**src/rtl/ir_byte_demux.sv**
```systemverilog
// ir_byte_demux: steers bus bytes alternately into the high and low halves
// of an instruction register and offers the finished instruction to the
// controller through a valid/ready handshake.
module ir_byte_demux #(
   parameter int WIDTH   = 8,
   parameter int OP_BITS = 3
) (
   input  logic                       clk,
   input  logic                       rst_n,
   input  logic                       flush,
   input  logic [WIDTH-1:0]           din,
   input  logic                       din_valid,
   output logic                       din_ready,
   output logic                       byte_sel,
   output logic [2*WIDTH-1:0]         instr,
   output logic [OP_BITS-1:0]         opcode,
   output logic [2*WIDTH-OP_BITS-1:0] ir_addr,
   output logic                       instr_valid,
   input  logic                       instr_ready
);

   localparam int IW = 2 * WIDTH;

   typedef enum logic [1:0] {
      S_HI   = 2'd0,
      S_LO   = 2'd1,
      S_FULL = 2'd2
   } state_t;

   state_t          state_q, state_d;
   logic [IW-1:0]   instr_q, instr_d;
   logic            valid_q, valid_d;
   logic            din_ready_s;
   logic            byte_sel_s;
   logic            accept_s;

   // State, instruction and valid registers; reset drops any partial byte.
   always_ff @(posedge clk or negedge rst_n) begin
      if (!rst_n) begin
         state_q <= S_HI;
         instr_q <= {IW{1'b0}};
         valid_q <= 1'b0;
      end else begin
         state_q <= state_d;
         instr_q <= instr_d;
         valid_q <= valid_d;
      end
   end

   assign accept_s = din_valid & din_ready_s;

   // Next-state and datapath update; flush overrides every other input.
   always_comb begin
      state_d = state_q;
      instr_d = instr_q;
      valid_d = valid_q;
      if (flush) begin
         state_d = S_HI;
         instr_d = {IW{1'b0}};
         valid_d = 1'b0;
      end else begin
         case (state_q)
            S_HI: begin
               if (accept_s) begin
                  instr_d[IW-1 -: WIDTH] = din;
                  state_d                = S_LO;
               end else begin
                  state_d = S_HI;
               end
            end
            S_LO: begin
               if (accept_s) begin
                  instr_d[WIDTH-1:0] = din;
                  valid_d            = 1'b1;
                  state_d            = S_FULL;
               end else begin
                  state_d = S_LO;
               end
            end
            S_FULL: begin
               if (instr_ready) begin
                  valid_d = 1'b0;
                  if (accept_s) begin
                     // Next instruction's high byte lands in the release cycle.
                     instr_d[IW-1 -: WIDTH] = din;
                     state_d                = S_LO;
                  end else begin
                     state_d = S_HI;
                  end
               end else begin
                  state_d = S_FULL;
               end
            end
            default: begin
               state_d = S_HI;
               valid_d = 1'b0;
            end
         endcase
      end
   end

   // Handshake outputs decoded from state; din_ready never looks at din_valid.
   always_comb begin
      din_ready_s = 1'b1;
      byte_sel_s  = 1'b0;
      case (state_q)
         S_HI: begin
            din_ready_s = 1'b1;
            byte_sel_s  = 1'b0;
         end
         S_LO: begin
            din_ready_s = 1'b1;
            byte_sel_s  = 1'b1;
         end
         S_FULL: begin
            din_ready_s = instr_ready;
            byte_sel_s  = 1'b0;
         end
         default: begin
            din_ready_s = 1'b0;
            byte_sel_s  = 1'b0;
         end
      endcase
   end

   assign din_ready   = din_ready_s;
   assign byte_sel    = byte_sel_s;
   assign instr       = instr_q;
   assign instr_valid = valid_q;
   assign opcode      = instr_q[IW-1 -: OP_BITS];
   assign ir_addr     = instr_q[IW-OP_BITS-1:0];

endmodule

```
**config.mk**
```make
export PLATFORM = sky130hd
export DESIGN_NAME = ir_byte_demux
export DESIGN_NICKNAME = d
export VERILOG_FILES = /design/src/rtl/ir_byte_demux.sv
export SDC_FILE = /design/constraint.sdc
export NUM_CORES = 1
export LEC_CHECK = 0
export CORE_MARGIN = 5
export CORE_UTILIZATION = 43
export CTS_CLUSTER_DIAMETER = 60
export DETAILED_ROUTE_END_ITERATION = 6
export PLACE_DENSITY = 0.83
export SYNTH_ARGS = -nofsm -noshare
export SYNTH_HDL_FRONTEND = slang
export SYNTH_SLANG_ARGS = --single-unit
```
**constraint.sdc**
```tcl
create_clock -name clk -period 2 [get_ports clk]
set_input_delay 0.3 -clock clk [delete_from_list [all_inputs] [get_ports clk]]
set_output_delay 0.3 -clock clk [all_outputs]
set_load 0.01 [all_outputs]
```
==> key figures, run 1 <==
Outcome
  – Status: finished, final reports clean

Synthesis
  – Number of synthesized flops with an enable pin: 0
  – Post-Synthesis Mean Instance Area: 9.736 µm²
  – Primary FF master, synth: dfrtp_1
  – Synth top area share: 46.51%
  – Top-count cell post-synth: dfrtp_1
  – Synth area leader: dfrtp_1
  – Post-synth ARST share: 100.0%
  – Cell Area, Synth: 1022 µm²
  – Syn Inst Count: 105
  – Flop and latch count out of synthesis: 19
  – Syn nets: 118
  – Yosys warning count: 0
  – Seq/Total Area, Yosys: 46.51%
  – Number of distinct library cells after synthesis: 18
  – Synth area leaders: dfrtp_1 (47%), buf_4 (13%), nand2b_1 (10%)
  – Synth top cells by count: dfrtp_1 (19), buf_4 (18), nand2b_1 (17), nand2_1 (16), a21oi_1 (9)

Die
  – Ports: 48
  – Core area: 2233 µm²
  – Initial Util: 45.77%
  – Die footprint: 3452 µm²
  – Die Y: 58.76 µm
  – Num rows: 17
  – Die X: 58.76 µm

Timing
  – Setup WS post-layout: 152.5 ps
  – Slew HR: 74.26%
  – Final setup fails: 0
  – RSZ-0062 raised after global routing: no
  – Max Clock Freq: 0.5413 GHz
  – Min Clock Period, post-route: 1847 ps
  – Slew @ Worst Pin: 384.9 ps
  – Final Max Tran Viols: 0
  – Clock Skew: 1.463 ps
  – Final hold vios: 0
  – Final period utilization: 92.37%
  – TNS Setup: 0 ps

Route
  – Iteration-0 DRC Markers: 14
  – WL final: 2318 µm
  – DRC: 0
  – Antenna-violating nets left: 0
  – Pre-antenna DRT Iters: 5
  – Via count: 807
  – DR WL/cell: 14.05 µm
  – Drt via density: 4.891

Clock network
  – Clock slew at the register clock pins of the worst setup and hold paths: 110 ps
  – Num CTS Buffers: 3
  – Clock root buffer: clkbuf_4
  – Post-CTS Resized: 0
  – Hold_buf cts: 0
  – Postcts setup bufs: 0
  – Htree depth: 1
  – CTS Buffer Depth: 2
  – CTS sink count: 19
  – CTS tree: done
  – Later-pin clock latency in the skew report: 300 ps

Cells and area
  – Final core occ: 63.59%
  – N_diodes: 0
  – Share of cells above drive strength 1: 6.569%
  – Area Overhead vs Synth: 38.92%
  – Nets: 151

Place
  – Dpl ws: 121.6 ps
  – Placer Congestion: 0.7335
  – Hpwl dp: 1772 µm
  – Port buffer count: 47

Setup path
  – Setup crit end kind: output port
  – Critical path type: register to output port
  – Worst path arrival time: 1550 ps
  – Worst EP required: 1700 ps
  – CP max stage delay: 560 ps
  – Maximum fanout along the worst path: 10
  – CP startpoint: state_q[0]
  – Slowest CP cell: clkdlybuf4s50_1
  – CP cell instances: o21ai_1 > clkdlybuf4s50_1
  – Crit Reg-Reg Startpoint: state_q[0]
  – Critical path launch point type: register

Pwr
  – Internal power: 0.0006173 W
  – Sw Pwr: 0.0002414 W
  – Peak supply drop: 0.3623 mV
  – Clock Power Share: 23.1%
  – Power per cell area: 604.7 nW/µm²
  – Net Sw Frac: 28.11%
  – Combinational share of power: 26.6%
  – Leakage: 0.6048 nW
  – Reg power frac: 50.4%

GRT
  – Largest net degree at the start of global routing: 20
  – Number of global-route vias before repair: 878
  – GRT overflow: 0
  – First-pass GRT wire length: 3815 µm
  – Initial antenna violation count: 0
  – GRT Util Overall: 14.49%

Job
  – Max Cap Viol: 0

Worst hold path
  – Hold WC Path Type: input port to asynchronous set/reset pin
==> area by class of cell <==
cell class | count | area [µm²]
sequential | 19 | 475.5
timing repair buffer | 50 | 493.0
multi-input combinational | 62 | 381.6
fill | 189 | 813.3
clock inverter | 1 | 5.005
inverter | 2 | 7.507
clock buffer | 3 | 22.52
tap | 28 | 35.03
==> per-layer routing <==
layer / vias up / wire length, µm / GRT usage (%)
met2: 30 / 1247 / 26.66
met5: - / 0 / 0
li1: 386 / - / -
met3: 5 / 131 / 2.412
met4: 0 / 42 / 7.767
met1: 386 / 897 / 15.56
==> metrics by stage <==
| stage | instances | total power [W] | hold slack, ps | cell area [µm²] |
|---|---|---|---|---|
| 6_report | 165 | 0.0008587 | 310.7 | 1420 |
| 2_1_floorplan | 105 | 0.0005622 | 4.409 | 1022 |
| 3_5_place_dp | 161 | 0.0006706 | 540.7 | 1393 |
| 5_1_grt | 165 | 0.0009082 | 311.6 | 1420 |
| 4_1_cts | 165 | 0.0008676 | 317.7 | 1420 |
| 3_3_place_gp | 161 | 0.0006637 | 532.9 | 1393 |
==> worst paths after layout <==
kind / slack, ps / depth (start not counted) / to
min in group clk: 550 / 2 / instr[2]
worst max register to register: 690 / 3 / state_q[1]
max in group asynchronous: 1490 / 2 / instr[8]
worst max-delay path: 150 / 2 / din_ready
worst min-delay path: 310 / 2 / instr[6]
worst min register to register: 550 / 2 / instr[2]
==> worst max-delay path, delay by kind of cell, from the launching register on <==
family	cells	cell delay, ps
buffers and inverters	1	560
AO/OA/AOI/OAI	1	190
flip-flops	1	490
==> layout by cell type (no fill, tap or decap) <==
cell             instances
mux2i_1                  8
nand2_1                 16
o21ai_0                  1
nand2b_1                17
dfrtp_1                 19
and3b_2                  1
a21oi_1                  9
o21ai_1                  1
xor2_1                   1
nor2b_1                  1
clkbuf_4                 3
o32a_2                   1
inv_1                    2
buf_4                    3
nor2_1                   1
nand3b_1                 2
clkinv_2                 1
and2b_1                  1
clkdlybuf4s50_1         47
and3b_1                  2
==> kinds of logic (layout without fill, tap and decap cells) <==
group,Yosys count,in the layout,synth area share [%]
flops,19,19,46.51
xor+xnor,1,1,0.8569
buf+inv,24,56,16.16
mux,8,8,7.834
simple gates,41,41,22.15
compound gates,12,12,6.487
==> registers in the layout (all words and copies together), names as in the netlist <==
register	count
instr	16
state_q	2
instr_valid	1
==> power by group through the flow <==
stage,logic [W],registers [W],clock network (W)
3_5_place_dp,0.000231,0.000440,0
3_3_place_gp,0.000226,0.000438,0
4_1_cts,0.000232,0.000433,0.000203
2_1_floorplan,0.000119,0.000443,0
6_report,0.000228,0.000432,0.000198
5_1_grt,0.000245,0.000438,0.000225
Power figures use the tool's default switching activity.
==> inputs of run 2 (changes only) <==
--- a/config.mk
+++ b/config.mk
@@ -5,10 +5,12 @@
 export SDC_FILE = /design/constraint.sdc
 export NUM_CORES = 1
 export LEC_CHECK = 0
+export CORE_ASPECT_RATIO = 1.2
 export CORE_MARGIN = 5
 export CORE_UTILIZATION = 43
 export CTS_CLUSTER_DIAMETER = 60
 export DETAILED_ROUTE_END_ITERATION = 6
+export GPL_ROUTABILITY_DRIVEN = 0
 export PLACE_DENSITY = 0.83
 export SYNTH_ARGS = -nofsm -noshare
 export SYNTH_HDL_FRONTEND = slang
==> key figures, run 2 (synthesis gave the netlist of run 1 again) <==
Clock network
  – CTS Buffer Depth: 2 (unchanged)
  – Num CTS Buffers: 3 (unchanged)
  – Htree depth: 1 (unchanged)
  – Clock slew at the register clock pins of the worst setup and hold paths: 110 ps (about the same)
  – CTS sink count: 19 (unchanged)
  – Hold_buf cts: 0 (unchanged)
  – Post-CTS Resized: 0 (unchanged)
  – Clock root buffer: clkbuf_4
  – Postcts setup bufs: 0 (unchanged)
  – Later-pin clock latency in the skew report: 310 ps (about the same)
  – CTS tree: done

Route
  – WL final: 2343 µm (+1.1%)
  – Via count: 785 (-2.7%)
  – DRC: 0 (unchanged)
  – Drt via density: 4.673 (-4.5%)
  – DR WL/cell: 13.95 µm (-0.73%)
  – Antenna-violating nets left: 0 (unchanged)
  – Iteration-0 DRC Markers: 12 (-2)
  – Pre-antenna DRT Iters: 4 (-1)

Setup path
  – Reg-to-reg endpoint: instr[15]
  – Slowest CP cell: clkdlybuf4s50_1
  – Critical path launch point type: input port
  – R2R depth: 3 (unchanged)
  – CP cell instances: clkdlybuf4s50_1 > inv_1 > o21ai_0 > clkdlybuf4s50_1
  – Worst path arrival time: 1620 ps (+70 ps)
  – Flop2flop setup slack: 720 ps (+30 ps)
  – Crit Reg-Reg Startpoint: state_q[1]
  – Setup crit end kind: output port
  – CP max stage delay: 580 ps (+20 ps)
  – Worst EP required: 1700 ps (about the same)
  – Critical path type: input port to output port
  – Crit-path most repeated cell: clkdlybuf4s50_1
  – Maximum fanout along the worst path: 3 (-7)

Cells and area
  – Most frequent cells in the layout: clkdlybuf4s50_1 (47), dfrtp_1 (19), nand2b_1 (17)
  – Multi-input logic area: 381.6 µm² (unchanged)
  – Largest register FFs: 16 (unchanged)
  – Final core occ: 62.34% (-1.2 points)
  – Nets: 151 (unchanged)
  – N_diodes: 0 (unchanged)
  – Fill count: 194 (+2.6%)
  – Register area: 475.5 µm² (unchanged)
  – Most common cell after layout, fill and taps aside: clkdlybuf4s50_1
  – Share of cells above drive strength 1: 5.839% (-0.73 points)
  – Area Overhead vs Synth: 39.17%

Outcome
  – Status: finished, final reports clean

Place
  – Hpwl dp: 1838 µm (+3.7%)
  – Port buffer count: 47 (unchanged)

Pwr
  – Clock Power Share: 23.0% (about the same)
  – Net Sw Frac: 27.58% (-0.53 points)
  – Internal power: 0.0006205 W (+0.52%)
  – Leakage: 0.6021 nW (-0.45%)
  – Sw Pwr: 0.0002363 W (-2.1%)
  – Reg power frac: 50.4% (about the same)
  – Power per cell area: 602.3 nW/µm² (-0.39%)
  – Final Power: 0.0008568 W (-0.22%)
  – Peak supply drop: 0.3706 mV (+2.3%)
  – Combinational share of power: 26.6% (about the same)

Die
  – Core area: 2282 µm² (+2.2%)
  – Num rows: 19 (+2)
  – Die X: 54.51 µm (-7.2%)
  – Initial Util: 44.79% (-0.98 points)
  – Die footprint: 3456 µm² (+0.13%)
  – Ports: 48 (unchanged)
  – Die Y: 63.41 µm (+7.9%)

Timing
  – Min Clock Period, post-route: 1922 ps (+74.43 ps)
  – Max Clock Freq: 0.5203 GHz (-3.9%)
  – Clock Skew: 6.364 ps (+4.901 ps)
  – TNS Setup: 0 ps (unchanged)
  – Slew HR: 67.67% (-6.6 points)
  – Final hold vios: 0 (unchanged)
  – Final period utilization: 96.10% (+3.7 points)
  – Slew @ Worst Pin: 483.4 ps (+98.54 ps)
  – RSZ-0062 raised after global routing: no
  – Final setup fails: 0 (unchanged)
  – Final Max Tran Viols: 0 (unchanged)

GRT
  – GRT overflow: 0 (unchanged)
  – Largest net degree at the start of global routing: 20 (unchanged)
  – GRT Util Overall: 14.94% (+0.44 points)
  – First-pass GRT wire length: 3753 µm (-1.6%)
  – Number of global-route vias before repair: 802 (-8.7%)
  – Initial antenna violation count: 0 (unchanged)

Job
  – Max Cap Viol: 0 (unchanged)

Worst hold path
  – Hold WC Path Type: input port to asynchronous set/reset pin
run 2: area by class of cell:
type	count	area share (%)
timing repair buffer	50	34.65
inverter	2	0.5277
clock buffer	4	1.847
tap	31	2.726
sequential	19	33.42
multi-input combinational	62	26.83
run 2: metrics by stage:
stage | cell area (µm²) | std cells | hold slack, ps | worst slack (ps)
floorplan | 1022 | 105 | 4.409 | 885.4
global placement | 1396 | 164 | 528.5 | 133.1
detailed placement | 1396 | 164 | 535.5 | 85.67
CTS | 1423 | 168 | 310.7 | 84.64
global route | 1423 | 168 | 326.4 | 22.60
finish | 1423 | 168 | 305.1 | 78.10
run 2: critical path: cells and delay by family:
| family | cells | cell delay (ps) |
|---|---|---|
| compound gates | 1 | 180 |
| buf+inv | 3 | 1140 |
run 2: worst max-delay path by stage:
stage | startpoint | endpoint | slack [ps]
after floorplan | state_q[0] | din_ready | 890
after global placement | instr_ready | din_ready | 130
after detailed placement | instr_ready | din_ready | 90
after CTS | instr_ready | din_ready | 80
after global routing | state_q[0] | din_ready | 20
final | instr_ready | din_ready | 80
run 2: layer usage:
| metal | GRT usage [%] | vias up | part of all wire, % |
|---|---|---|---|
| met5 | 0 | - | 0 |
| met4 | 8.411 | 0 | 2.5 |
| met2 | 25.60 | 27 | 51 |
| met1 | 16.47 | 370 | 40 |
| met3 | 2.594 | 5 | 6.4 |
| li1 | - | 383 | - |
run 2: power by group through the flow:
stage	Sequential (W)	Combinational, W	Clock, W
2_1_floorplan	0.000443	0.000119	0
3_3_place_gp	0.000437	0.000226	0
3_5_place_dp	0.000439	0.000230	0
4_1_cts	0.000432	0.000231	0.000205
5_1_grt	0.000437	0.000245	0.000217
6_report	0.000432	0.000228	0.000197
==> inputs of run 3 (changes only) <==
--- a/config.mk
+++ b/config.mk
@@ -8,7 +8,6 @@
 export CORE_ASPECT_RATIO = 1.2
 export CORE_MARGIN = 5
 export CORE_UTILIZATION = 43
-export CTS_CLUSTER_DIAMETER = 60
 export DETAILED_ROUTE_END_ITERATION = 6
 export GPL_ROUTABILITY_DRIVEN = 0
 export PLACE_DENSITY = 0.83
==> results of run 3 <==
No change in the layout: final DEF, timing and power equal those of run 2.
